==> src/rtl/mem_arbiter_if.sv <==
// Bus bundle between the pipeline fetch/load-store ports, the arbiter and the unified memory.
// The slave modport is the arbiter's view; master is the pipeline-plus-memory side.
interface mem_arbiter_if #(
  parameter int WIDTH = 32
);
  logic             i_req;
  logic [WIDTH-1:0] i_addr;
  logic [WIDTH-1:0] i_rdata;
  logic             i_ready;
  logic             i_stall;

  logic             d_req;
  logic             d_we;
  logic [WIDTH-1:0] d_addr;
  logic [WIDTH-1:0] d_wdata;
  logic [WIDTH-1:0] d_rdata;
  logic             d_ready;
  logic             d_stall;

  logic             m_valid;
  logic             m_we;
  logic [WIDTH-1:0] m_addr;
  logic [WIDTH-1:0] m_wdata;
  logic [WIDTH-1:0] m_rdata;

  modport slave (
    input  i_req, i_addr, d_req, d_we, d_addr, d_wdata, m_rdata,
    output i_rdata, i_ready, i_stall, d_rdata, d_ready, d_stall,
           m_valid, m_we, m_addr, m_wdata
  );

  modport master (
    output i_req, i_addr, d_req, d_we, d_addr, d_wdata, m_rdata,
    input  i_rdata, i_ready, i_stall, d_rdata, d_ready, d_stall,
           m_valid, m_we, m_addr, m_wdata
  );
endinterface

==> src/rtl/mem_arbiter.sv <==
// Arbiter sharing one fixed-latency single-port memory between fetch (I) and load/store (D).
// Define MEM_ARB_RR_EN for round-robin tie breaking; otherwise D has fixed priority over I.
module mem_arbiter #(
  parameter int WIDTH = 32,
  parameter int LAT   = 2
) (
  input  logic          clk,
  input  logic          reset,
  mem_arbiter_if.slave  bus
);

  localparam int CW = $clog2(LAT + 1);
  localparam logic [CW-1:0] CNT_LOAD = CW'(LAT);
  localparam logic [CW-1:0] CNT_ONE  = CW'(1);

  typedef enum logic [1:0] {
    IDLE = 2'd0,
    WAIT = 2'd1,
    RESP = 2'd2
  } state_t;

  state_t           state_q,   state_d;
  logic [CW-1:0]    cnt_q,     cnt_d;
  logic             grant_q,   grant_d;     // 1 = D port owns the access
  logic             m_valid_q, m_valid_d;
  logic             m_we_q,    m_we_d;
  logic [WIDTH-1:0] m_addr_q,  m_addr_d;
  logic [WIDTH-1:0] m_wdata_q, m_wdata_d;
  logic [WIDTH-1:0] i_rdata_q, i_rdata_d;
  logic [WIDTH-1:0] d_rdata_q, d_rdata_d;
  logic             i_ready_q, i_ready_d;
  logic             d_ready_q, d_ready_d;
  logic             pick_d;

`ifdef MEM_ARB_RR_EN
  logic             last_grant_q, last_grant_d;

  // On a tie, hand the memory to whichever port did not win last time.
  always_comb begin
    if (bus.d_req && bus.i_req) begin
      pick_d = ~last_grant_q;
    end else begin
      pick_d = bus.d_req;
    end
  end
`else
  always_comb begin
    pick_d = bus.d_req;
  end
`endif

  always_comb begin
    state_d   = state_q;
    cnt_d     = cnt_q;
    grant_d   = grant_q;
    m_valid_d = m_valid_q;
    m_we_d    = m_we_q;
    m_addr_d  = m_addr_q;
    m_wdata_d = m_wdata_q;
    i_rdata_d = i_rdata_q;
    d_rdata_d = d_rdata_q;
    i_ready_d = i_ready_q;
    d_ready_d = d_ready_q;
`ifdef MEM_ARB_RR_EN
    last_grant_d = last_grant_q;
`endif

    case (state_q)
      IDLE: begin
        m_valid_d = 1'b0;
        if (bus.i_req || bus.d_req) begin
          state_d   = WAIT;
          cnt_d     = CNT_LOAD;
          grant_d   = pick_d;
          m_valid_d = 1'b1;
          m_we_d    = pick_d & bus.d_we;
          m_addr_d  = pick_d ? bus.d_addr  : bus.i_addr;
          m_wdata_d = pick_d ? bus.d_wdata : '0;
`ifdef MEM_ARB_RR_EN
          last_grant_d = pick_d;
`endif
        end
      end

      WAIT: begin
        // The command strobe only covers the first WAIT cycle.
        m_valid_d = 1'b0;
        if (cnt_q == CNT_ONE) begin
          state_d = RESP;
          cnt_d   = '0;
          if (grant_q) begin
            d_ready_d = 1'b1;
            if (!m_we_q) begin
              d_rdata_d = bus.m_rdata;
            end
          end else begin
            i_ready_d = 1'b1;
            i_rdata_d = bus.m_rdata;
          end
        end else begin
          cnt_d = cnt_q - CNT_ONE;
        end
      end

      RESP: begin
        state_d   = IDLE;
        i_ready_d = 1'b0;
        d_ready_d = 1'b0;
      end

      default: begin
        state_d   = IDLE;
        cnt_d     = '0;
        m_valid_d = 1'b0;
        i_ready_d = 1'b0;
        d_ready_d = 1'b0;
      end
    endcase
  end

  always_ff @(posedge clk or negedge reset) begin
    if (!reset) begin
      state_q   <= IDLE;
      cnt_q     <= '0;
      grant_q   <= 1'b0;
      m_valid_q <= 1'b0;
      m_we_q    <= 1'b0;
      m_addr_q  <= '0;
      m_wdata_q <= '0;
      i_rdata_q <= '0;
      d_rdata_q <= '0;
      i_ready_q <= 1'b0;
      d_ready_q <= 1'b0;
`ifdef MEM_ARB_RR_EN
      last_grant_q <= 1'b0;
`endif
    end else begin
      state_q   <= state_d;
      cnt_q     <= cnt_d;
      grant_q   <= grant_d;
      m_valid_q <= m_valid_d;
      m_we_q    <= m_we_d;
      m_addr_q  <= m_addr_d;
      m_wdata_q <= m_wdata_d;
      i_rdata_q <= i_rdata_d;
      d_rdata_q <= d_rdata_d;
      i_ready_q <= i_ready_d;
      d_ready_q <= d_ready_d;
`ifdef MEM_ARB_RR_EN
      last_grant_q <= last_grant_d;
`endif
    end
  end

  assign bus.m_valid = m_valid_q;
  assign bus.m_we    = m_we_q;
  assign bus.m_addr  = m_addr_q;
  assign bus.m_wdata = m_wdata_q;
  assign bus.i_rdata = i_rdata_q;
  assign bus.d_rdata = d_rdata_q;
  assign bus.i_ready = i_ready_q;
  assign bus.d_ready = d_ready_q;

  // Stalls are combinational so the hazard unit releases IF/MEM in the ready cycle.
  assign bus.i_stall = bus.i_req & ~i_ready_q;
  assign bus.d_stall = bus.d_req & ~d_ready_q;

endmodule
==> src/flat_wrapper.sv <==
// flat-port wrapper written by rule: the top's interface ports become plain ports
module mem_arbiter_flat 
#(
  parameter int WIDTH = 32,
  parameter int LAT   = 2
)
  (clk, reset, bus_i_req, bus_i_addr, bus_d_req, bus_d_we, bus_d_addr, bus_d_wdata, bus_m_rdata, bus_i_rdata, bus_i_ready, bus_i_stall, bus_d_rdata, bus_d_ready, bus_d_stall, bus_m_valid, bus_m_we, bus_m_addr, bus_m_wdata);
  mem_arbiter_if #(.WIDTH(WIDTH)) bus_i ();
  input  logic clk;
  input  logic reset;
  input wire logic [$bits(bus_i.i_req)-1:0] bus_i_req;
  input wire logic [$bits(bus_i.i_addr)-1:0] bus_i_addr;
  input wire logic [$bits(bus_i.d_req)-1:0] bus_d_req;
  input wire logic [$bits(bus_i.d_we)-1:0] bus_d_we;
  input wire logic [$bits(bus_i.d_addr)-1:0] bus_d_addr;
  input wire logic [$bits(bus_i.d_wdata)-1:0] bus_d_wdata;
  input wire logic [$bits(bus_i.m_rdata)-1:0] bus_m_rdata;
  output wire logic [$bits(bus_i.i_rdata)-1:0] bus_i_rdata;
  output wire logic [$bits(bus_i.i_ready)-1:0] bus_i_ready;
  output wire logic [$bits(bus_i.i_stall)-1:0] bus_i_stall;
  output wire logic [$bits(bus_i.d_rdata)-1:0] bus_d_rdata;
  output wire logic [$bits(bus_i.d_ready)-1:0] bus_d_ready;
  output wire logic [$bits(bus_i.d_stall)-1:0] bus_d_stall;
  output wire logic [$bits(bus_i.m_valid)-1:0] bus_m_valid;
  output wire logic [$bits(bus_i.m_we)-1:0] bus_m_we;
  output wire logic [$bits(bus_i.m_addr)-1:0] bus_m_addr;
  output wire logic [$bits(bus_i.m_wdata)-1:0] bus_m_wdata;
  assign bus_i.i_req = bus_i_req;
  assign bus_i.i_addr = bus_i_addr;
  assign bus_i.d_req = bus_d_req;
  assign bus_i.d_we = bus_d_we;
  assign bus_i.d_addr = bus_d_addr;
  assign bus_i.d_wdata = bus_d_wdata;
  assign bus_i.m_rdata = bus_m_rdata;
  assign bus_i_rdata = bus_i.i_rdata;
  assign bus_i_ready = bus_i.i_ready;
  assign bus_i_stall = bus_i.i_stall;
  assign bus_d_rdata = bus_i.d_rdata;
  assign bus_d_ready = bus_i.d_ready;
  assign bus_d_stall = bus_i.d_stall;
  assign bus_m_valid = bus_i.m_valid;
  assign bus_m_we = bus_i.m_we;
  assign bus_m_addr = bus_i.m_addr;
  assign bus_m_wdata = bus_i.m_wdata;
  mem_arbiter #(.WIDTH(WIDTH), .LAT(LAT)) u_core (.clk(clk), .reset(reset), .bus(bus_i));
endmodule
==> config.mk <==
export PLATFORM = sky130hd
export DESIGN_NAME = mem_arbiter_flat
export DESIGN_NICKNAME = d
export VERILOG_FILES = /design/src/rtl/mem_arbiter_if.sv /design/src/rtl/mem_arbiter.sv /design/src/flat_wrapper.sv
export SDC_FILE = /design/constraint.sdc
export NUM_CORES = 1
export LEC_CHECK = 0
export BUFFER_PORTS_ARGS = -buffer_cell sky130_fd_sc_hd__clkbuf_2
export CORE_ASPECT_RATIO = 1.1
export CORE_MARGIN = 3
export CORE_UTILIZATION = 50
export CTS_CLUSTER_SIZE = 14
export DETAILED_ROUTE_END_ITERATION = 10
export HOLD_SLACK_MARGIN = 0.02
export MAX_ROUTING_LAYER = met4
export PLACE_DENSITY_LB_ADDON = 0.25
export SYNTH_ARGS = -nofsm -noshare
export SYNTH_HDL_FRONTEND = slang
export SYNTH_SLANG_ARGS = --single-unit
==> constraint.sdc <==
create_clock -name clk -period 3 [get_ports clk]
set_clock_uncertainty 0.2 [all_clocks]
set_input_delay 0.3 -clock clk [delete_from_list [all_inputs] [get_ports clk]]
set_output_delay 0.3 -clock clk [all_outputs]
set_load 0.01 [all_outputs]
==> summary.txt <==
VDD IR max - 0.634 mV
H-tree Lvls - 4
drt wl/cell - 17.6 um
cts hold-fix bufs - 66
Layout area overhead - 49.8%
gpl congestion - 0.764
vias - 4289
worst min path class - in2reg
CTS root buffer - clkbuf_16
CTS buffer count - 17
largest cells by area after synthesis - dfrtp_1 63%, mux2_2 25%, a22o_1 5.3%, buf_2 1.3%, mux2_1 0.82%
Power Internal - 0.00572 W
Switching Power - 0.00275 W
CTS clk-pin slew, worst paths - 0.06 ns
Final Power - 0.00847 W
clock power share - 0.248
worst slew pin tran - 0.607 ns
sequential cell fraction of total power - 0.391
fillers - 701
unrepaired setup endpoints after global routing - false
detailed-route DRC error count - 0
Die Span X - 106 um
Initial Util - 0.520
period utilization - 0.684
layout cells sized above 1 - 0.618
first-pass GRT wire length - 23300 um
fin. max-slew vios - 0
CP top delay family - buffers and inverters
DRC marker count from the first detailed-route iteration - 192
crit path cell chain - inv_1, ha_1, nand3b_4, nor3_4, buf_4, mux2_2
Max clock buf depth - 2
Req. time, crit path - 3.08 ns
num ports - 267
Synth cell types - 25
Buffers on Ports - 266
Tmin final - 2.05 ns
Avg Cell Area, Syn - 15.8 um2
Comb power frac - 0.361
CP Capture Type - flop
CP max stage delay - 0.40 ns
Worst Path Max Fanout - 32
via/cell ratio - 5.09
Sw Ratio - 0.324
ys async rst share - 1.00
Critical Path AT - 2.13 ns
antenna violations before repair - 0
status - finished, final reports clean
clock sink count - 137
final hold vios - 0
cell area power density - 1030 nW/um2
ANT nets after route - 0
Synth warnings - 0
CP Launch Type - flop
Post-synth top cells - 137 x dfrtp_1, 124 x mux2_2, 33 x a22o_1, 14 x buf_2
Synthesized Nets - 482
largest net degree at the start of global routing - 66
die area - 12300 um2
setup TNS - 0 ns
worst skew pair latency - 0.40 ns
Setup Viol. Count Final - 0
Max-Cap Viols - 0
Die Ht - 116 um
top-count cell post-synth - dfrtp_1
Core Box Area - 10500 um2
drt total wl - 14800 um
EDFF count, synth - 0
total gr overflow - 0
largest area contributor in the netlist - dfrtp_1
post-CTS sizing - 0
# rows - 39
Reg area - 3430 um2
antenna fix cells - 0
register bit total from synthesis - 137
Top FF cell, synth - dfrtp_1
GRT Overall Usage - 0.252
CP max-delay cell - buf_4
Buf+Inv Stages, Crit Path - 2
CTS tree - done
top achievable clock speed - 487 MHz
Syn Std Cell Area - 5490 um2
buffer count from post-CTS setup fixing - 0
Slew headroom - 0.595
sequential element share of the synthesized area - 0.625
Net count, final - 820
Static Leak - 4.14 nW
multi-input logic area - 1920 um2
top-area cell type share of the netlist area - 0.625
CP Class - reg2reg
vias in the first global route - 4674
DRT Pass-1 Iters - 7
post-DP HPWL - 9790 um
post-synthesis instance total - 348
-- registers in the layout, indices dropped and copies added (netlist names) --
| name | cells |
|---|---|
| u_core.bus.d_ready | 1 |
| u_core.bus.m_wdata | 32 |
| u_core.bus.m_we | 1 |
| u_core.cnt_q | 2 |
| u_core.state_q | 2 |
| u_core.grant_q | 1 |
| u_core.bus.m_valid | 1 |
| u_core.bus.d_rdata | 32 |
| u_core.bus.i_rdata | 32 |
| u_core.bus.m_addr | 32 |
| u_core.bus.i_ready | 1 |
-- cells in the final DEF, fill, tap and decap left out --
cell type / n
inv_1: 3
dlygate4sd3_1: 66
nand3b_1: 1
clkbuf_16: 17
nor2b_1: 4
mux2_1: 4
and2_1: 1
ha_1: 1
nor3_1: 1
clkbuf_8: 3
nand3b_4: 1
clkbuf_1: 4
nand2_1: 2
buf_4: 8
o21ai_0: 2
nor3_4: 1
o32ai_1: 1
buf_6: 1
clkbuf_2: 265
mux2_2: 124
a31oi_1: 2
clkinvlp_4: 1
clkinv_2: 4
nor2_4: 1
nor2_1: 4
buf_12: 1
or3b_2: 1
o21ai_4: 1
bufinv_16: 3
a22o_1: 33
dfrtp_1: 137
a21o_1: 1
-- per-layer routing --
metal	routed length, um	track usage	vias up	share of wire
li1	-	-	1937	-
met1	5600	0.282	2113	0.38
met2	7980	0.444	213	0.54
met3	944	0.0618	26	0.064
met4	272	0.0872	0	0.018
met5	0	-	-	0
-- cell type report --
class | instances | area share
sequential | 137 | 0.417
timing repair buffer | 341 | 0.253
multi-input combinational | 186 | 0.234
clock buffer | 24 | 0.0586
tap | 143 | 0.0218
clock inverter | 8 | 0.0143
inverter | 3 | 0.00137
-- worst reg2reg max path: stages, from the launching register on --
cell      delay, ns
dfrtp_1        0.35
inv_1          0.07
ha_1           0.25
nand3b_4       0.13
nor3_4         0.12
buf_4          0.40
mux2_2         0.41
-- cell families (layout without fill, tap and decap cells) --
kind of cell             Yosys count  in the layout  share of synthesized area
flip-flops                       137            137                      0.625
multiplexers                     128            128                      0.263
AO/OA/AOI/OAI                     40             40                     0.0614
buffers and inverters             25            376                     0.0271
AND/OR/NAND/NOR                   17             17                     0.0214
adder cells (fa/ha/maj)            1              1                    0.00228
-- metrics by stage --
| step | hold slack, ns | cell area, um2 | setup WS, ns | util | instances |
|---|---|---|---|---|---|
| floorplan | -0.196 | 5490 | 1.21 | - | 348 |
| global placement | 0.131 | 6960 | 0.981 | 0.660 | 744 |
| detailed placement | 0.136 | 6960 | 0.917 | 0.660 | 744 |
| CTS | 0.0399 | 8220 | 0.918 | 0.780 | 842 |
| global route | 0.0550 | 8220 | 0.835 | 0.780 | 842 |
| finish | 0.0571 | 8220 | 0.947 | 0.780 | 842 |
-- power by group through the flow --
stage | Clock, W | Sequential, W | Combinational, W
global route | 0.00222 | 0.00342 | 0.00331
detailed placement | 0 | 0.00330 | 0.00302
finish | 0.00210 | 0.00331 | 0.00306
CTS | 0.00213 | 0.00329 | 0.00308
floorplan | 0 | 0.00363 | 0.00132
global placement | 0 | 0.00326 | 0.00293
-- worst paths after layout --
kind | start | endpoint | slack [ns] | cells past startpoint
min | bus_i_addr[13] | u_core.bus.m_addr[13] | 0.06 | 3
max | u_core.cnt_q[1] | u_core.bus.d_rdata[18] | 0.95 | 6
min reg2reg | u_core.bus.d_rdata[29] | u_core.bus.d_rdata[29] | 0.30 | 1
min in group asynchronous | reset | u_core.bus.d_rdata[17] | 0.25 | 2
max reg2reg | u_core.cnt_q[1] | u_core.bus.d_rdata[18] | 0.95 | 6
max in group asynchronous | reset | u_core.bus.i_rdata[21] | 1.61 | 3
Power figures use the tool's default switching activity.
